[config.mk]
export PLATFORM = sky130hd
export DESIGN_NAME = fetch_unit
export DESIGN_NICKNAME = d
export VERILOG_FILES = /design/src/rtl/rat_fetch_pkg.sv /design/src/rtl/prog_counter.sv /design/src/rtl/fetch_unit.sv
export SDC_FILE = /design/constraint.sdc
export NUM_CORES = 1
export LEC_CHECK = 0
export CAP_MARGIN = 20
export CORE_MARGIN = 2
export CORE_UTILIZATION = 51
export DETAILED_ROUTE_END_ITERATION = 8
export PLACE_DENSITY_LB_ADDON = 0.08
export SKIP_LAST_GASP = 1
export SLEW_MARGIN = 20
export SYNTH_ARGS = -nofsm -noshare
export SYNTH_HDL_FRONTEND = slang
export SYNTH_SLANG_ARGS = --single-unit
[constraint.sdc]
create_clock -name CLK -period 6.4 [get_ports CLK]
set_input_delay 1.92 -clock CLK [delete_from_list [all_inputs] [get_ports CLK]]
set_output_delay 1.92 -clock CLK [all_outputs]
set_load 0.1 [all_outputs]
[src/rtl/rat_fetch_pkg.sv]
// Shared definitions for the instruction fetch front end: default widths,
// interrupt vector, fetch-state and redirect-select encodings.
package rat_fetch_pkg;

    localparam int         ADDR_W_DEF   = 10;
    localparam int         INSTR_W_DEF  = 18;
    localparam logic [9:0] INTR_VEC_DEF = 10'h3FF;

    typedef enum logic [1:0] {
        ST_FILL = 2'd0,
        ST_RUN  = 2'd1,
        ST_HOLD = 2'd2
    } fetch_state_t;

    typedef enum logic [1:0] {
        SEL_SEQ  = 2'd0,
        SEL_INTR = 2'd1,
        SEL_RET  = 2'd2,
        SEL_BR   = 2'd3
    } redir_sel_t;

    // Interrupt beats return, return beats branch.
    function automatic redir_sel_t redir_pick(input logic intr, input logic ret, input logic br);
        if (intr)
            return SEL_INTR;
        else if (ret)
            return SEL_RET;
        else if (br)
            return SEL_BR;
        else
            return SEL_SEQ;
    endfunction

endpackage

[src/rtl/prog_counter.sv]
// Fetch address register: sequential increment or load of a redirect target.
import rat_fetch_pkg::*;

module prog_counter #(
    parameter int                ADDR_W   = ADDR_W_DEF,
    parameter logic [ADDR_W-1:0] RESET_PC = '0,
    parameter logic [ADDR_W-1:0] INTR_VEC = ADDR_W'(INTR_VEC_DEF)
) (
    input  logic              CLK,
    input  logic              RST,
    input  logic              advance,
    input  logic [1:0]        sel,
    input  logic [ADDR_W-1:0] ret_addr,
    input  logic [ADDR_W-1:0] br_addr,
    output logic [ADDR_W-1:0] pc_q
);

    logic [ADDR_W-1:0] target;
    logic              load;

    assign load = advance || (sel != SEL_SEQ);

    // Sequential increment wraps naturally at the top of the address space.
    always_comb begin
        target = pc_q + ADDR_W'(1);
        case (sel)
            SEL_INTR: target = INTR_VEC;
            SEL_RET:  target = ret_addr;
            SEL_BR:   target = br_addr;
            default:  target = pc_q + ADDR_W'(1);
        endcase
    end

    always_ff @(posedge CLK or posedge RST) begin
        if (RST)
            pc_q <= RESET_PC;
        else if (load)
            pc_q <= target;
    end

endmodule

[src/rtl/fetch_unit.sv]
// Instruction fetch unit: drives a synchronous program ROM, presents one
// instruction per cycle, buffers it under stall and handles redirects.
import rat_fetch_pkg::*;

module fetch_unit #(
    parameter int                ADDR_W   = ADDR_W_DEF,
    parameter int                INSTR_W  = INSTR_W_DEF,
    parameter logic [ADDR_W-1:0] RESET_PC = '0,
    parameter logic [ADDR_W-1:0] INTR_VEC = ADDR_W'(INTR_VEC_DEF)
) (
    input  logic               CLK,
    input  logic               RST,
    input  logic               STALL,
    input  logic               BR_EN,
    input  logic [ADDR_W-1:0]  BR_ADDR,
    input  logic               RET_EN,
    input  logic [ADDR_W-1:0]  RET_ADDR,
    input  logic               INTR,
    output logic [ADDR_W-1:0]  ROM_ADDR,
    input  logic [INSTR_W-1:0] ROM_IR,
    output logic [INSTR_W-1:0] IR,
    output logic               IR_VALID,
    output logic [ADDR_W-1:0]  IR_PC,
    output logic [ADDR_W-1:0]  LINK_PC,
    output logic               INTR_ACK
);

    localparam logic [1:0] FILL = ST_FILL;
    localparam logic [1:0] RUN  = ST_RUN;
    localparam logic [1:0] HOLD = ST_HOLD;

    logic [1:0]         state;
    logic [1:0]         state_next;
    logic [ADDR_W-1:0]  pc_q;
    logic [ADDR_W-1:0]  inflight_pc;
    logic [INSTR_W-1:0] hold_ir;
    logic [ADDR_W-1:0]  hold_pc;
    logic               consume;
    logic               redirect;
    logic               advance;
    logic [1:0]         sel;

    assign IR_VALID = (state == RUN) || (state == HOLD);
    assign consume  = IR_VALID && !STALL;
    // Redirect inputs only matter on an edge that actually takes an instruction.
    assign sel      = consume ? redir_pick(INTR, RET_EN, BR_EN) : SEL_SEQ;
    assign redirect = (sel != SEL_SEQ);
    assign advance  = (state == FILL) || consume;
    assign INTR_ACK = consume && INTR;
    assign ROM_ADDR = pc_q;

    prog_counter #(
        .ADDR_W   (ADDR_W),
        .RESET_PC (RESET_PC),
        .INTR_VEC (INTR_VEC)
    ) u_pc (
        .CLK      (CLK),
        .RST      (RST),
        .advance  (advance),
        .sel      (sel),
        .ret_addr (RET_ADDR),
        .br_addr  (BR_ADDR),
        .pc_q     (pc_q)
    );

    always_comb begin
        state_next = state;
        case (state)
            FILL:      state_next = RUN;
            RUN, HOLD: begin
                if (consume)
                    state_next = redirect ? FILL : RUN;
                else
                    state_next = HOLD;
            end
            default:   state_next = FILL;
        endcase
    end

    // inflight_pc names the word the ROM returns next cycle; after a redirect
    // it holds a squashed address that FILL never presents.
    always_ff @(posedge CLK or posedge RST) begin
        if (RST) begin
            state       <= FILL;
            inflight_pc <= '0;
            hold_ir     <= '0;
            hold_pc     <= '0;
        end else begin
            state <= state_next;
            if (advance)
                inflight_pc <= pc_q;
            if ((state == RUN) && STALL) begin
                hold_ir <= ROM_IR;
                hold_pc <= inflight_pc;
            end
        end
    end

    always_comb begin
        IR    = '0;
        IR_PC = '0;
        case (state)
            RUN: begin
                IR    = ROM_IR;
                IR_PC = inflight_pc;
            end
            HOLD: begin
                IR    = hold_ir;
                IR_PC = hold_pc;
            end
            default: begin
                IR    = '0;
                IR_PC = '0;
            end
        endcase
    end

    assign LINK_PC = IR_PC + ADDR_W'(1);

endmodule

==> implementation parameters <==
Parameter                              Value

STA
  Number of failing setup endpoints in the final timing report    0
  Setup TNS Final    0 ns
  Headroom to the max-slew limit    just under 30%
  Worst Skew    0.00316 ns
  Fmax achieved    about 0.18 GHz
  Fin. max-slew vios    0
  Final hold violations    0
  Post-route fraction of the period consumed by the critical path    about 84%
  Setup repair after global routing missed its margin    false
  Least-Margin Pin Slew    1.06 ns
  Tmin final    approximately 5.4 ns

GRT
  Antenna violations before repair    0
  Wire length of the first global-routing pass    11,800 um
  Largest net degree at the start of global routing    between 50 and 60
  Overflow left after global routing    0
  Total global routing track utilization    23.2%
  Vias in the first global route    2,480

Logic synthesis
  Prevailing post-synth register cell    dfrtp_1
  Post-synthesis cell count    309
  Ys async rst share    between 90% and 100%
  Count of flip-flops with a built-in enable after synthesis    0
  Ranking of synthesized cells by area    dfrtp_1 42%, mux2_2 11%, nand2_1 6.4%
  Yosys cell types    48
  Yosys top cell by area    dfrtp_1
  Average size of a mapped cell    between 9 and 10 um2
  Syn Nets    ~360
  Yosys warns    0
  Share of Yosys cell area claimed by the top area cell type    between 40% and 50%
  Combined area of all synthesized cells    about 3000 um2
  Number of synthesized register bits    50
  Part of the Yosys area used for sequential elements    41.9%

Setup path
  Worst setup SP type    flip-flop
  Worst Setup End Kind    output port
  Ordered cell list for the critical path    inv_1, ha_1, nand2_1, nand2_1, nand2_4, clkinvlp_4, ha_1, clkdlybuf4s50_1
  Critical Path RT    4.48 ns
  Max Fanout on Critical Path    29
  Master of the slowest instance on the critical path    clkdlybuf4s50_1
  Max incr delay on CP    around 1.1 ns
  Crit path arrival time    approximately 3.5 ns
  Critical setup path kind    flip-flop to output port
  Worst-case reg-to-reg path depth    6

Clock network
  Number of sinks handled by clock tree synthesis    50
  Maximum buffer depth of the clock tree    2
  CTS clock-pin slew for the worst setup and hold paths    0.09 ns
  TritonCTS clock tree    built
  # H-tree levels    2
  Post-cts hold buffer count    0
  Count of cells resized by post-cts repair    0
  Root buf cell    clkbuf_8
  Postcts setup bufs    0
  Number of buffers inserted during clock tree synthesis    5
  Source-to-sink clock delay at the later pin of the worst-skew pair    around 0.30 ns

Cells and area
  Synth-to-Final Area Change    33.6%
  Number of antenna diodes    0
  Fraction of final layout cells sized beyond drive strength 1    roughly 21%
  Most frequent standard cell in the layout excluding fill and tap cells    clkdlybuf4s50_1
  Commonest non-fill, non-tap cells in the layout    66 x clkdlybuf4s50_1, 50 x nand2_1, 50 x dfrtp_1
  Final standard cell utilization of the core    71.6%
  Nets    roughly 440
  Post-route insts no fill    465

Routing
  Via Count    around 2.6k
  Detailed Routing Iterations Pass 1    4
  Post-route DRC violation count    0
  Post-detailed-route count of antenna-violating nets    0
  Detailed Route Iter0 Violations    95
  Routed WL    7230 um
  Routed length per placed instance    about 16 um
  DR vias/cell    around 5.6

Hold path
  HP Class    flip-flop to flip-flop
  Number of cells on the worst hold path    2

Status
  Result of the run    finished clean

Place
  Input/output buffers    between 90 and 100
  Gp weighted congestion    around 0.83
  Half-perimeter wire length after placement    ~5000 um
  Inst Count DP    457

Floorplanning
  Total I/O pin count    94
  Die X-Extent    roughly 80 um
  Full die area    ~6500 um2
  Core area    between 5000 and 6000 um2
  Starting utilization of the core area    between 50% and 60%
  Die Height    80.5 um
  Row count    27

Job
  Count of max-cap constraint violations    0
## cell type report
cell class                      count  area, um2
Sequential cell                    50       1250
Clock buffer                        6       72.6
Timing Repair Buffer               94        871
Clock inverter                      2       37.5
Multi-Input combinational cell    231       1630
Tap cell                           72       90.1
Inverter                           10       42.5
Fill cell                         493       1580
## final timing paths
kind	start	end	slack [ns]
max	state[0]	LINK_PC[1]	0.99
min	inflight_pc[6]	inflight_pc[6]	0.51
max reg2reg	state[0]	u_pc.pc_q[2]	4.02
min reg2reg	inflight_pc[6]	inflight_pc[6]	0.51
max in group asynchronous	RST	hold_pc[9]	3.81
min in group asynchronous	RST	hold_ir[9]	2.08
## worst max-delay path: cells and delay by family (launching register included)
kind	cells	cell delay [ns]
and+or+nand+nor	3	0.41
buffers and inverters	3	1.36
DFF	1	0.41
adders and majority gates	2	1.00
## routing by layer
| layer | global-route usage (%) | wire length [um] | vias up |
|---|---|---|---|
| met5 | 0 | 0 | - |
| met4 | 5.08 | 58 | 0 |
| met3 | 3.03 | 324 | 6 |
| met2 | 41.5 | 3760 | 77 |
| met1 | 29.9 | 3090 | 1249 |
| li1 | - | - | 1270 |
## flip-flops by register name, summed over array words and instances (netlist names)
register	count
u_pc.pc_q	10
hold_pc	10
inflight_pc	10
hold_ir	18
state	2
## cells by family after synthesis
kind of cell / synth area share, %
xor gates and xnor gates: 1.76
muxes: 10.9
AOI/OAI and AO/OA: 18.6
buffers and inverters: 4.44
and+or+nand+nor: 19.9
DFF: 41.9
adders and majority gates: 2.51
## synth_stat cells, types with 2 or more instances
library cell,n
a211o_1,3
a21oi_1,10
a221oi_1,3
a22o_1,4
a22oi_1,23
a22oi_2,2
a31oi_1,3
a32oi_1,2
and2_1,4
and3_1,3
buf_2,10
buf_4,2
clkbuf_1,5
dfrtp_1,50
ha_1,6
inv_1,10
mux2_2,29
nand2_1,51
nand2b_1,3
nand3_1,6
nor2_1,14
nor2b_1,20
nor3_1,3
o211a_1,2
o21ai_0,10
o21bai_1,2
o221ai_1,3
o22ai_1,2
xnor2_1,4
xor2_1,2
## per-stage QoR
stage / cell area [um2] / hold slack, ns / setup WS (ns)
2_1_floorplan: 3020 / 0.457 / 0.0207
3_3_place_gp: 3880 / 0.475 / 1.33
3_5_place_dp: 3880 / 0.478 / 1.31
4_1_cts: 3990 / 0.511 / 0.982
5_1_grt: 3990 / 0.522 / 0.799
6_report: 3990 / 0.505 / 0.993
Power is not shown: default switching activity piles up to over one toggle a cycle in this logic, so the estimate is an artifact.
